File: config.mk
export PLATFORM = sky130hd
export DESIGN_NAME = clk_period_meter
export DESIGN_NICKNAME = d
export VERILOG_FILES = /design/src/rtl/clk_meter_pkg.sv /design/src/rtl/sig_sync.sv /design/src/rtl/clk_period_meter.sv
export SDC_FILE = /design/constraint.sdc
export NUM_CORES = 1
export LEC_CHECK = 0
export CAP_MARGIN = 20
export CORE_MARGIN = 2
export CORE_UTILIZATION = 64
export DETAILED_ROUTE_END_ITERATION = 8
export MAX_ROUTING_LAYER = met4
export PLACE_DENSITY = 0.83
export SYNTH_ARGS = -nofsm -noshare
export SYNTH_HDL_FRONTEND = slang
export SYNTH_SLANG_ARGS = --single-unit
File: constraint.sdc
create_clock -name clk_in -period 8.85 [get_ports clk_in]
set_clock_uncertainty 0.1 [all_clocks]
set_input_delay 1.77 -clock clk_in [delete_from_list [all_inputs] [get_ports clk_in]]
set_output_delay 1.77 -clock clk_in [all_outputs]
set_load 0.05 [all_outputs]
File: src/rtl/clk_meter_pkg.sv
// Shared definitions for the clock period meter.
// Latency: n/a (types and constants only).
// Backpressure: n/a.
package clk_meter_pkg;

    // Default period counter width; the largest reportable period is 2^WIDTH-1.
    localparam int DEF_WIDTH  = 14;
    // Default largest period change, in clk_in cycles, still treated as stable.
    localparam int DEF_TOL    = 4;
    // Default number of consecutive stable comparisons before locked rises.
    localparam int DEF_LOCK_N = 4;

    // SEARCH : no reference edge yet
    // MEASURE: one edge seen, counting towards the first period
    // TRACK  : at least one period reported
    typedef enum logic [1:0] {
        ST_SEARCH  = 2'd0,
        ST_MEASURE = 2'd1,
        ST_TRACK   = 2'd2
    } meter_state_e;

endpackage

File: src/rtl/sig_sync.sv
// Synchronises the asynchronous sig_in into clk_in and flags its rising edges.
// Latency: rise is high in the third cycle after the first clk_in edge that samples sig_in high.
// Backpressure: none; sig_in is free-running and cannot be stalled.
//
// Ports:
//   clk_in  system clock
//   rst_n   asynchronous active-low reset
//   sig_in  asynchronous measured signal
//   rise    one-cycle pulse per detected rising edge of sig_in
module sig_sync (
    input  logic clk_in,
    input  logic rst_n,
    input  logic sig_in,
    output logic rise
);

    logic sync1_q, sync1_d;
    logic sync2_q, sync2_d;
    logic hist_q,  hist_d;
    logic rise_q,  rise_d;

    always_comb begin
        sync1_d = sig_in;
        sync2_d = sync1_q;
        hist_d  = sync2_q;
        // Edge = synchronised level high while its history is still low.
        // Registering the flag keeps the path into the meter FSM flop-to-flop.
        rise_d  = sync2_q & ~hist_q;
    end

    always_ff @(posedge clk_in or negedge rst_n) begin
        if (!rst_n) begin
            sync1_q <= 1'b0;
            sync2_q <= 1'b0;
            hist_q  <= 1'b0;
            rise_q  <= 1'b0;
        end else begin
            sync1_q <= sync1_d;
            sync2_q <= sync2_d;
            hist_q  <= hist_d;
            rise_q  <= rise_d;
        end
    end

    assign rise = rise_q;

endmodule

File: src/rtl/clk_period_meter.sv
// Measures the period of sig_in in clk_in cycles and reports stability (locked) and loss (lost).
// Latency: period_valid is high 3 cycles after the first clk_in edge that samples a sig_in rise.
// Backpressure: none; outputs are pulses/levels with no handshake and cannot be stalled.
//
// Ports:
//   clk_in        system clock (only clock)
//   rst_n         asynchronous active-low reset
//   sig_in        measured slow signal, asynchronous to clk_in
//   period        last measured period in clk_in cycles
//   period_valid  one-cycle pulse when period updates
//   locked        high while consecutive periods stay within TOL
//   lost          one-cycle pulse when no edge arrives for 2^WIDTH-1 cycles
module clk_period_meter
    import clk_meter_pkg::*;
#(
    parameter int WIDTH  = DEF_WIDTH,
    parameter int TOL    = DEF_TOL,
    parameter int LOCK_N = DEF_LOCK_N
) (
    input  logic             clk_in,
    input  logic             rst_n,
    input  logic             sig_in,
    output logic [WIDTH-1:0] period,
    output logic             period_valid,
    output logic             locked,
    output logic             lost
);

    // Stable counter only needs to reach LOCK_N (it saturates there).
    localparam int               SW       = (LOCK_N < 1) ? 1 : $clog2(LOCK_N + 1);
    localparam logic [SW-1:0]    LOCK_LIM = SW'(LOCK_N);
    localparam logic [WIDTH-1:0] CNT_MAX  = '1;
    // TOL is expected to fit in WIDTH bits; any larger tolerance is meaningless anyway.
    localparam logic [WIDTH-1:0] TOL_W    = WIDTH'(TOL);

    meter_state_e     state_q, state_d;
    logic [WIDTH-1:0] cnt_q, cnt_d;
    logic [WIDTH-1:0] period_q, period_d;
    logic             period_valid_q, period_valid_d;
    logic [SW-1:0]    stab_q, stab_d;
    logic             locked_q, locked_d;

    logic             rise;
    logic             timeout;
    logic [WIDTH-1:0] new_period;
    logic [WIDTH-1:0] abs_diff;
    logic             stable;
    logic [SW-1:0]    stab_inc;

    sig_sync u_sig_sync (
        .clk_in (clk_in),
        .rst_n  (rst_n),
        .sig_in (sig_in),
        .rise   (rise)
    );

    // Timeout has priority over an edge arriving in the same cycle.
    assign timeout    = (state_q != ST_SEARCH) && (cnt_q == CNT_MAX);
    // cnt_q never reaches CNT_MAX here without timing out, so +1 cannot wrap when used.
    assign new_period = cnt_q + 1'b1;
    // Subtract the smaller from the larger so the difference never wraps.
    assign abs_diff   = (new_period >= period_q) ? (new_period - period_q)
                                                 : (period_q - new_period);
    assign stable     = (abs_diff <= TOL_W);
    assign stab_inc   = (stab_q < LOCK_LIM) ? (stab_q + 1'b1) : stab_q;

    // ---------------------------------------------------------------- state register
    always_ff @(posedge clk_in or negedge rst_n) begin
        if (!rst_n) begin
            state_q <= ST_SEARCH;
        end else begin
            state_q <= state_d;
        end
    end

    // ---------------------------------------------------------------- next state
    always_comb begin
        state_d = state_q;
        case (state_q)
            ST_SEARCH: begin
                if (rise) begin
                    state_d = ST_MEASURE;
                end
            end
            ST_MEASURE, ST_TRACK: begin
                if (timeout) begin
                    state_d = ST_SEARCH;
                end else if (rise) begin
                    state_d = ST_TRACK;
                end
            end
            default: state_d = ST_SEARCH;
        endcase
    end

    // ---------------------------------------------------------------- datapath / outputs
    always_comb begin
        cnt_d          = cnt_q;
        period_d       = period_q;
        period_valid_d = 1'b0;
        stab_d         = stab_q;
        locked_d       = locked_q;
        case (state_q)
            ST_MEASURE: begin
                if (timeout) begin
                    cnt_d    = '0;
                    stab_d   = '0;
                    locked_d = 1'b0;
                end else if (rise) begin
                    // First period is reported but never compared: no previous one exists.
                    cnt_d          = '0;
                    period_d       = new_period;
                    period_valid_d = 1'b1;
                    stab_d         = '0;
                    locked_d       = 1'b0;
                end else begin
                    cnt_d = cnt_q + 1'b1;
                end
            end
            ST_TRACK: begin
                if (timeout) begin
                    cnt_d    = '0;
                    stab_d   = '0;
                    locked_d = 1'b0;
                end else if (rise) begin
                    cnt_d          = '0;
                    period_d       = new_period;
                    period_valid_d = 1'b1;
                    if (stable) begin
                        stab_d   = stab_inc;
                        locked_d = (stab_inc == LOCK_LIM);
                    end else begin
                        stab_d   = '0;
                        locked_d = 1'b0;
                    end
                end else begin
                    cnt_d = cnt_q + 1'b1;
                end
            end
            default: begin
                // SEARCH: no reference edge, so nothing to count.
                cnt_d = '0;
            end
        endcase
    end

    always_ff @(posedge clk_in or negedge rst_n) begin
        if (!rst_n) begin
            cnt_q          <= '0;
            period_q       <= '0;
            period_valid_q <= 1'b0;
            stab_q         <= '0;
            locked_q       <= 1'b0;
        end else begin
            cnt_q          <= cnt_d;
            period_q       <= period_d;
            period_valid_q <= period_valid_d;
            stab_q         <= stab_d;
            locked_q       <= locked_d;
        end
    end

    // lost is decoded straight from registered state so it shows in the cycle the counter
    // tops out; locked is masked in that same cycle rather than one cycle later.
    assign period       = period_q;
    assign period_valid = period_valid_q;
    assign lost         = timeout;
    assign locked       = locked_q & ~timeout;

endmodule

Word level (Yosys, flattened, before mapping)

Index checks and enable logic that the tools add are counted.

Bits in registers: 39
Latch bits: 0
Bits in writable memories: 0
Memory bits (read-only): 0
Input bits: 3
Output and inout bits: 17
Logic and storage cells: 61
Memories: 0

Add/subtract/negate cells: 4
$mul: 0
Divide/modulo/power cells: 0
Order comparisons: 3
Equal/unequal tests: 8
Shift operators: 0
Multiplexer cells: 24
Bitwise logic cells: 4
Reductions and logical operators: 8

Operators by type and width:

| kind                  | count |
|---|---|
| $mux 14               | 4 |
| $sub 14x14->14        | 2 |
| $mux 3                | 6 |
| $add 14x1->14 const B | 1 |
| $eq 14x14->1 const B  | 1 |
| $ge 14x14->1          | 1 |
| $le 14x3->1 const B   | 1 |
| $mux 1                | 8 |
| $mux 2                | 3 |
| $ne 3x2->1 const B    | 2 |
| $pmux 3 s2            | 1 |
| $reduce_and 3->1      | 2 |
| $pmux 2 s2            | 1 |
| $reduce_bool 2->1     | 2 |
| $add 3x1->3 const B   | 1 |
| $eq 3x3->1 const B    | 1 |
| $lt 3x3->1 const B    | 1 |
| $ne 3x1->1 const B    | 1 |
| $and 1x1->1           | 2 |
| $eq 2x1->1 const B    | 1 |
| $eq 2x2->1 const B    | 1 |
| $logic_not 2->1       | 1 |
| $ne 2x1->1 const B    | 1 |
| $not 1->1             | 2 |
| other kinds (4)       | 4 |

Depth between registers and ports, before layout

Gate-level depths: netlist of run 1.

Depth after elaboration: 8
Depth in mapped cells: 18
Gate-level depth less buffers: 17

Cells and area by module

From an unflattened synthesis of run 1, not the netlist that was laid out.

Cell total of the unflattened synthesis: 352
Area, all modules: 3074.2 um^2

Modules (own cells, without submodules):

| module           | times used | cells each | area an instance (um^2) | sequential area each (um^2) |
|---|---|---|---|---|
| clk_period_meter | 1          | 347        | 2960.3                  | 875.8 |
| sig_sync         | 1          | 5          | 113.9                   | 100.1 |

Worst setup path before layout of run 1

OpenSTA, ideal clock, no wires.

Path type: register to output
Start point: reg cnt_q[5]
End point: out locked
Arrival: 3.645 ns
Required time: 6.980 ns
Slack: 3.335 ns
Stages on the path, launching flop included: 6
Path buffers: 0
Cells stage by stage: dfrtp_1 -> and4_1 -> nand4_1 -> or2_2 -> nor4b_1 -> nor2b_1

Cells in the longest elaborated chain, start to end: 4

RTL lines:

| element                | RTL line                | source |
|---|---|---|
| start, declared        | clk_period_meter.sv:37  | `logic [WIDTH-1:0] cnt_q, cnt_d;` |
| start signal, assigned | clk_period_meter.sv:155 | `cnt_q <= cnt_d;` |
| $eq 14x14->1           | clk_period_meter.sv:58  | `assign timeout = (state_q != ST_SEARCH) && (cnt_q == CNT_MAX);` |
| $logic_and 1x1->1      | clk_period_meter.sv:58  |  |
| via lost               | clk_period_meter.sv:26  | `output logic lost` |
| $not 1->1 (no line)    | n/a                     |  |
| $and 1x1->1            | clk_period_meter.sv:168 | `assign locked = locked_q & ~timeout;` |
| end, declared          | clk_period_meter.sv:25  | `output logic locked,` |

The timed path passes the listed nets, and every way through them passes these cells.

Worst setup path in the final report of run 1

Start point: reg cnt_q[5]
End point: out lost

Cells in the longest elaborated chain, start to end: 2

RTL lines:

| element           | RTL line |
|---|---|
| $eq 14x14->1      | clk_period_meter.sv:58 |
| $logic_and 1x1->1 | clk_period_meter.sv:58 |
| end, declared     | clk_period_meter.sv:26 |

No other way between the ends.

==> flow_metrics.tcl, run 1 <==
set metrics [dict create \
    cts_resized 0 \
    finalCriticalPeriod_ns 4.980 \
    hold_violations 0 \
    yosys-top-cells-count "dfrtp_1 (39), inv_1 (39), nor2_1 (36), ha_1 (32), nand2_1 (25)" \
    cap_violations 0 \
    syn_to_final_growth_pct 9.618 \
    routed-wl-met2_um 3116 \
    max_slew_margin_pct 43.64 \
    boundaryPins 20 \
    irDropWorstVdd_uv 214.1 \
    coreArea_um2 4444 \
    grt_pass1_wl_um 11490 \
    met3_length_um 288 \
    synth_edf_count 0 \
    p_per_area_nw_per_um2 324.9 \
    status "completed" \
    syn-num-nets 383 \
    die_area_um2 5281 \
    worst_slew_pin_slew_ns 0.8454 \
    layout.cells.non_filler 417 \
    cts-root-buf "clkbuf_8" \
    grt_use_total_pct 28.96 \
    cts.sinks 39 \
    clk_pin_slew_ns 0.08 \
    hold-worst-slack_ns 0.2596 \
    fin_util_pct 74.44 \
    startpoint_type "register" \
    dpl.hpwl_um 5305 \
    yosys_warnings 0 \
    avgSynthCellArea_um2 8.672 \
    cts_buffer_depth 2 \
    fmax_ghz 0.2008 \
    antenna_cells 0 \
    synth_ff_type "dfrtp_1" \
    min_period_over_period_pct 56.27 \
    wl_um 6860 \
    antenna_found_initial 0 \
    final_nets 399 \
    crit_start "cnt_q[5]" \
    routabilityCongestion 1.014 \
    ys_seq_area_share_pct 32.34 \
    globalRoute.totalOverflow 0 \
    synthCells 348 \
    vias 2581 \
    cts_tree "built" \
    antenna_left 0 \
    r2r_cells 16 \
    worstSetupEndpointType "output port" \
    totalPowerFinal_w 0.001075 \
    r2r_end "locked_q" \
    rsz0062_at_grt "false" \
    r2r-start "cnt_q[0]" \
    place.port_buffers 19 \
    viasPerCell 6.189 \
    critPathKind "reg2out" \
    h-tree-depth 2 \
    dr.pass1.iters 5 \
    route.detailed.drc 0 \
    setup_violations 0 \
    arrival_ns 3.11 \
    synth.cell_area_um2 3018 \
    grt_max_degree 40 \
    first_iter_violations 203 \
    post_cts_buffers 0 \
    fin_tns_setup_ns 0 \
    post_drt_wl_per_cell_um 16.45 \
    insertion_delay_ns 0.30 \
    synth.largest_area_cell "dfrtp_1" \
    initial_core_util_pct 67.91 \
    cts-hold-fix-buffers 0 \
    p_leak_nw 1.592 \
    r2r_setup_slack_ns 4.12 \
    die_h_um 72.67 \
    cts_buffers 5 \
    rows 24 \
    dp_cells 408 \
    synth_cell_types 60 \
    synth_seq_cells 39 \
    worstPathMaxFanout 7 \
    die_w_um 72.67 \
    hold_depth 0 \
    synth_area_leaders "dfrtp_1 (32%), ha_1 (13%), inv_1 (4.9%), nor2_1 (4.5%), a21oi_1 (3.6%)" \
    wl_met1_um 3314 \
    slew_violations 0 \
    async_reset_ff_share_pct 100.0 \
    highest_layer "met4" \
    synth_top_area_share_pct 32.34 \
    hold_start "u_sig_sync.sync1_q" \
    hold_path.class "reg2reg" \
    crit_required_ns 6.98 \
    grt_pass1_vias 2398 \
    drive_above_1_share_pct 9.041 \
    min_to "u_sig_sync.hist_d" \
]
[flip-flops by register name, summed over array words and instances (netlist names)]
register	count
u_sig_sync.sync1_q	1
cnt_q	14
locked_q	1
u_sig_sync.hist_q	1
stab_q	3
u_sig_sync.rise	1
state_q	2
u_sig_sync.hist_d	1
period	14
period_valid	1
[area by class of cell]
class	instances	area, um^2
multi-input combinational	259	1836
tap	52	65.06
timing repair buffer	20	196.4
clock buffer	5	68.82
inverter	39	146.4
clock inverter	3	20.02
fill	381	1136
sequential	39	975.9
[cells in the final DEF, fill, tap and decap left out, types with 4 or more instances in the layout]
| cell | synthesis | routed |
|---|---|---|
| nand3_1 | 11 | 11 |
| a21oi_1 | 22 | 22 |
| nand2_1 | 25 | 25 |
| ha_1 | 32 | 32 |
| o21ai_0 | 17 | 17 |
| a21o_1 | 4 | 4 |
| xnor2_1 | 6 | 6 |
| nor2_1 | 36 | 36 |
| nand4_1 | 10 | 10 |
| xor2_1 | 8 | 8 |
| nand2b_1 | 7 | 7 |
| nor2b_1 | 4 | 4 |
| clkdlybuf4s50_1 | 0 | 18 |
| clkbuf_8 | 0 | 5 |
| mux2_2 | 4 | 4 |
| inv_1 | 39 | 39 |
| nor3_1 | 5 | 5 |
| dfrtp_1 | 39 | 39 |
[how the worst max path moves through the flow]
stage / endpoint / slack [ns] / cells past startpoint
after floorplan: locked / 3.34 / 5
after global placement: lost / 4.27 / 5
after detailed placement: locked_q / 4.21 / 16
after CTS: lost / 3.92 / 5
after global routing: lost / 3.71 / 5
final: lost / 3.87 / 5
[per-layer routing]
| layer | GRT usage [%] | vias to the layer above |
|---|---|---|
| met3 | 4.696 | 13 |
| met1 | 40.64 | 1239 |
| met5 | - | - |
| met2 | 43.23 | 80 |
| met4 | 9.053 | 0 |
| li1 | - | 1249 |
[kinds of logic (layout without fill, tap and decap cells)]
family          count (synthesis)  count (layout)  share of synthesized area [%]
compound gates                 81              81                          19.36
simple gates                  125             125                          21.64
flops                          39              39                          32.34
mux                             7               7                          2.487
buf+inv                        50              67                          6.841
xor+xnor                       14              14                          4.063
fa+ha+maj                      32              32                          13.27
[critical path, stage by stage, from the launching register on]
cell and delay, ns:
dfrtp_1 0.45, and4_1 0.28, nand4_1 0.16, or2_2 0.31
nor4b_1 0.68, clkdlybuf4s50_1 0.94
[metrics by stage]
step,cell area (um^2),worst slack [ns]
floorplan,3018,3.335
global placement,3208,4.270
detailed placement,3208,4.210
CTS,3297,3.917
global route,3308,3.712
finish,3308,3.870
[power breakdown]
part           total [W]  switching, W  leakage [nW]  internal, W
logic           0.000705      0.000452          1.04     0.000252
registers       0.000248     0.0000323         0.508     0.000216
clock network   0.000122     0.0000670        0.0402    0.0000549
total            0.00107      0.000552          1.59     0.000523
Note: power is estimated with default switching activity, not from simulation.
==> inputs of run 2 (changes only) <==
--- a/config.mk
+++ b/config.mk
@@ -7,10 +7,10 @@
 export LEC_CHECK = 0
 export CAP_MARGIN = 20
 export CORE_MARGIN = 2
-export CORE_UTILIZATION = 64
+export CORE_UTILIZATION = 60
 export DETAILED_ROUTE_END_ITERATION = 8
 export MAX_ROUTING_LAYER = met4
-export PLACE_DENSITY = 0.83
+export PLACE_DENSITY = 0.79
 export SYNTH_ARGS = -nofsm -noshare
 export SYNTH_HDL_FRONTEND = slang
 export SYNTH_SLANG_ARGS = --single-unit
==> constraint.sdc (replaced) <==
create_clock -name clk_in -period 4.84 [get_ports clk_in]
set_clock_uncertainty 0.1 [all_clocks]
set_input_delay 0.968 -clock clk_in [delete_from_list [all_inputs] [get_ports clk_in]]
set_output_delay 0.968 -clock clk_in [all_outputs]
set_load 0.05 [all_outputs]
==> flow_metrics.tcl, run 2 (synthesis gave the netlist of run 1 again) <==
set metrics [dict create \
    dpl-instance-area_um2 3279 \
    worstPathMaxFanout 9 \
    clk_pin_slew_ns 0.08 \
    critPathSlowestCell "a311o_2" \
    routabilityCongestion 0.9772 \
    initial_core_util_pct 63.06 \
    wl_um 7296 \
    h-tree-depth 2 \
    arrival_ns 4.69 \
    grt_use_total_pct 28.36 \
    cpLargestDelayFamily "simple AND/OR/NAND/NOR gates" \
    fmax_ghz 0.2197 \
    hold-worst-slack_ns 0.2622 \
    max_slew_margin_pct 43.02 \
    worst_slew_pin_slew_ns 0.8548 \
    grt_pass1_wl_um 11420 \
    dr.pass1.iters 5 \
    critPathBufInv 2 \
    die_area_um2 5613 \
    antenna_left 0 \
    worst_path_largest_cell_delay_ns 0.47 \
    route.detailed.drc 0 \
    syn_to_final_growth_pct 14.14 \
    cts_tree "built" \
    r2r-start "cnt_q[0]" \
    die_w_um 74.92 \
    irDropWorstVdd_uv 385.8 \
    setup_violations 0 \
    p_comb_share_pct 62.8 \
    insertion_delay_ns 0.30 \
    grt_max_degree 40 \
    p_leak_nw 1.647 \
    status "completed" \
    globalRoute.totalOverflow 0 \
    cts.sinks 39 \
    dpl.hpwl_um 5452 \
    drive_above_1_share_pct 12.10 \
    r2r_setup_slack_ns 0.29 \
    worstSetupEndpointType "register" \
    finalCriticalPeriod_ns 4.552 \
    antenna_cells 0 \
    boundaryPins 20 \
    worstPathCellList "and2_1 > and3_1 > nand3_1 > xor2_2 > inv_1 > ha_1 > nand4_1 > a21oi_2 > o21ai_2 > a311o_2 > nand2_2 > mux2_2 > or3_4 > a2111oi_4 > buf_4 > a32oi_1 > nand2_1" \
    crit_required_ns 4.98 \
    coreArea_um2 4786 \
    p_per_area_nw_per_um2 614.3 \
    power_frac_seq_pct 21.7 \
    cts_buffers 5 \
    cap_violations 0 \
    critPathKind "reg2reg" \
    rsz0062_at_grt "false" \
    hold_path.class "reg2reg" \
    p_clk_share_pct 15.5 \
    viasPerCell 5.913 \
    grt_pass1_vias 2387 \
    hold_violations 0 \
    most-common-layout-cells "inv_1 (39), dfrtp_1 (39), nor2_1 (36)" \
    min_period_over_period_pct 94.04 \
    hold_start "u_sig_sync.sync1_q" \
    post_drt_wl_per_cell_um 16.62 \
    crit_start "cnt_q[0]" \
    startpoint_type "register" \
    antenna_found_initial 0 \
    p_sw_w 0.001037 \
    switching_share_pct 49.02 \
    first_iter_violations 211 \
    rows 25 \
    slew_violations 0 \
    cts_buffer_depth 2 \
    place.port_buffers 19 \
    design_area_um2 3445 \
    intPower_w 0.001079 \
    fin_tns_setup_ns 0 \
    die_h_um 74.92 \
    vias 2596 \
    cts-root-buf "clkbuf_8" \
    final_nets 406 \
]
==> run 2: cell types whose count changed in the layout (fill, tap and decap cells not counted), sizes merged <==
cell      before  now
bufinv         0    2
clkinvlp       2    1
buf            2    9
clkinv         1    0
==> run 2: cell type report <==
class / instances / area, um^2
Timing Repair Buffer: 27 / 245.2
Clock buffer: 5 / 68.82
Multi-Input combinational cell: 259 / 1857
Clock inverter: 3 / 67.56
Fill cell: 348 / 1341
Sequential cell: 39 / 975.9
Inverter: 39 / 146.4
Tap cell: 67 / 83.83
==> run 2: worst reg2reg max path, cell delays in order, from the launching register on <==
cell       delay (ns)
dfrtp_1          0.43
and2_1           0.22
and3_1           0.27
nand3_1          0.14
xor2_2           0.24
inv_1            0.07
ha_1             0.42
nand4_1          0.20
a21oi_2          0.17
o21ai_2          0.12
a311o_2          0.47
nand2_2          0.13
mux2_2           0.35
or3_4            0.34
a2111oi_4        0.44
buf_4            0.18
a32oi_1          0.08
nand2_1          0.10
==> run 2: worst paths after layout <==
| check | to | cells past startpoint |
|---|---|---|
| setup / recovery | stab_q[1] | 17 |
| hold / removal | u_sig_sync.hist_d | 0 |
| setup reg to reg | stab_q[1] | 17 |
| hold reg to reg | u_sig_sync.hist_d | 0 |
| max in group asynchronous | cnt_q[6] | 1 |
| min in group asynchronous | cnt_q[8] | 1 |
==> run 2: per-layer routing <==
metal / wire (um) / vias to the layer above / global-route usage [%]
met1: 3330 / 1211 / 38.29
met4: 235 / 0 / 11.31
li1: - / 1254 / -
met3: 384 / 26 / 4.819
met2: 3346 / 105 / 42.50
met5: 0 / - / -
==> run 2: what timing repair did <==
item,CTS,global route
hold buffers,0,0
endpoints found under the hold margin,0,0
gates resized for setup,0,5
setup endpoints to repair,0,4
setup buffers,0,1
==> run 2: stage by stage <==
step	worst slack [ns]	std cells	utilization [%]	power, W
6_report	0.2884	439	71.97	0.002116
2_1_floorplan	0.1273	348	-	0.001412
3_5_place_dp	0.2414	430	68.52	0.001743
4_1_cts	0.1978	438	71.37	0.002088
5_1_grt	0.01635	439	71.97	0.002243
3_3_place_gp	0.4107	430	68.52	0.001728
==> run 2: power groups by stage <==
stage | Clock [W] | Combinational [W] | Sequential (W)
finish | 0.000329 | 0.00133 | 0.000459
global route | 0.000351 | 0.00142 | 0.000471
CTS | 0.000333 | 0.00130 | 0.000459
detailed placement | 0 | 0.00128 | 0.000465
global placement | 0 | 0.00127 | 0.000459
floorplan | 0 | 0.000776 | 0.000636
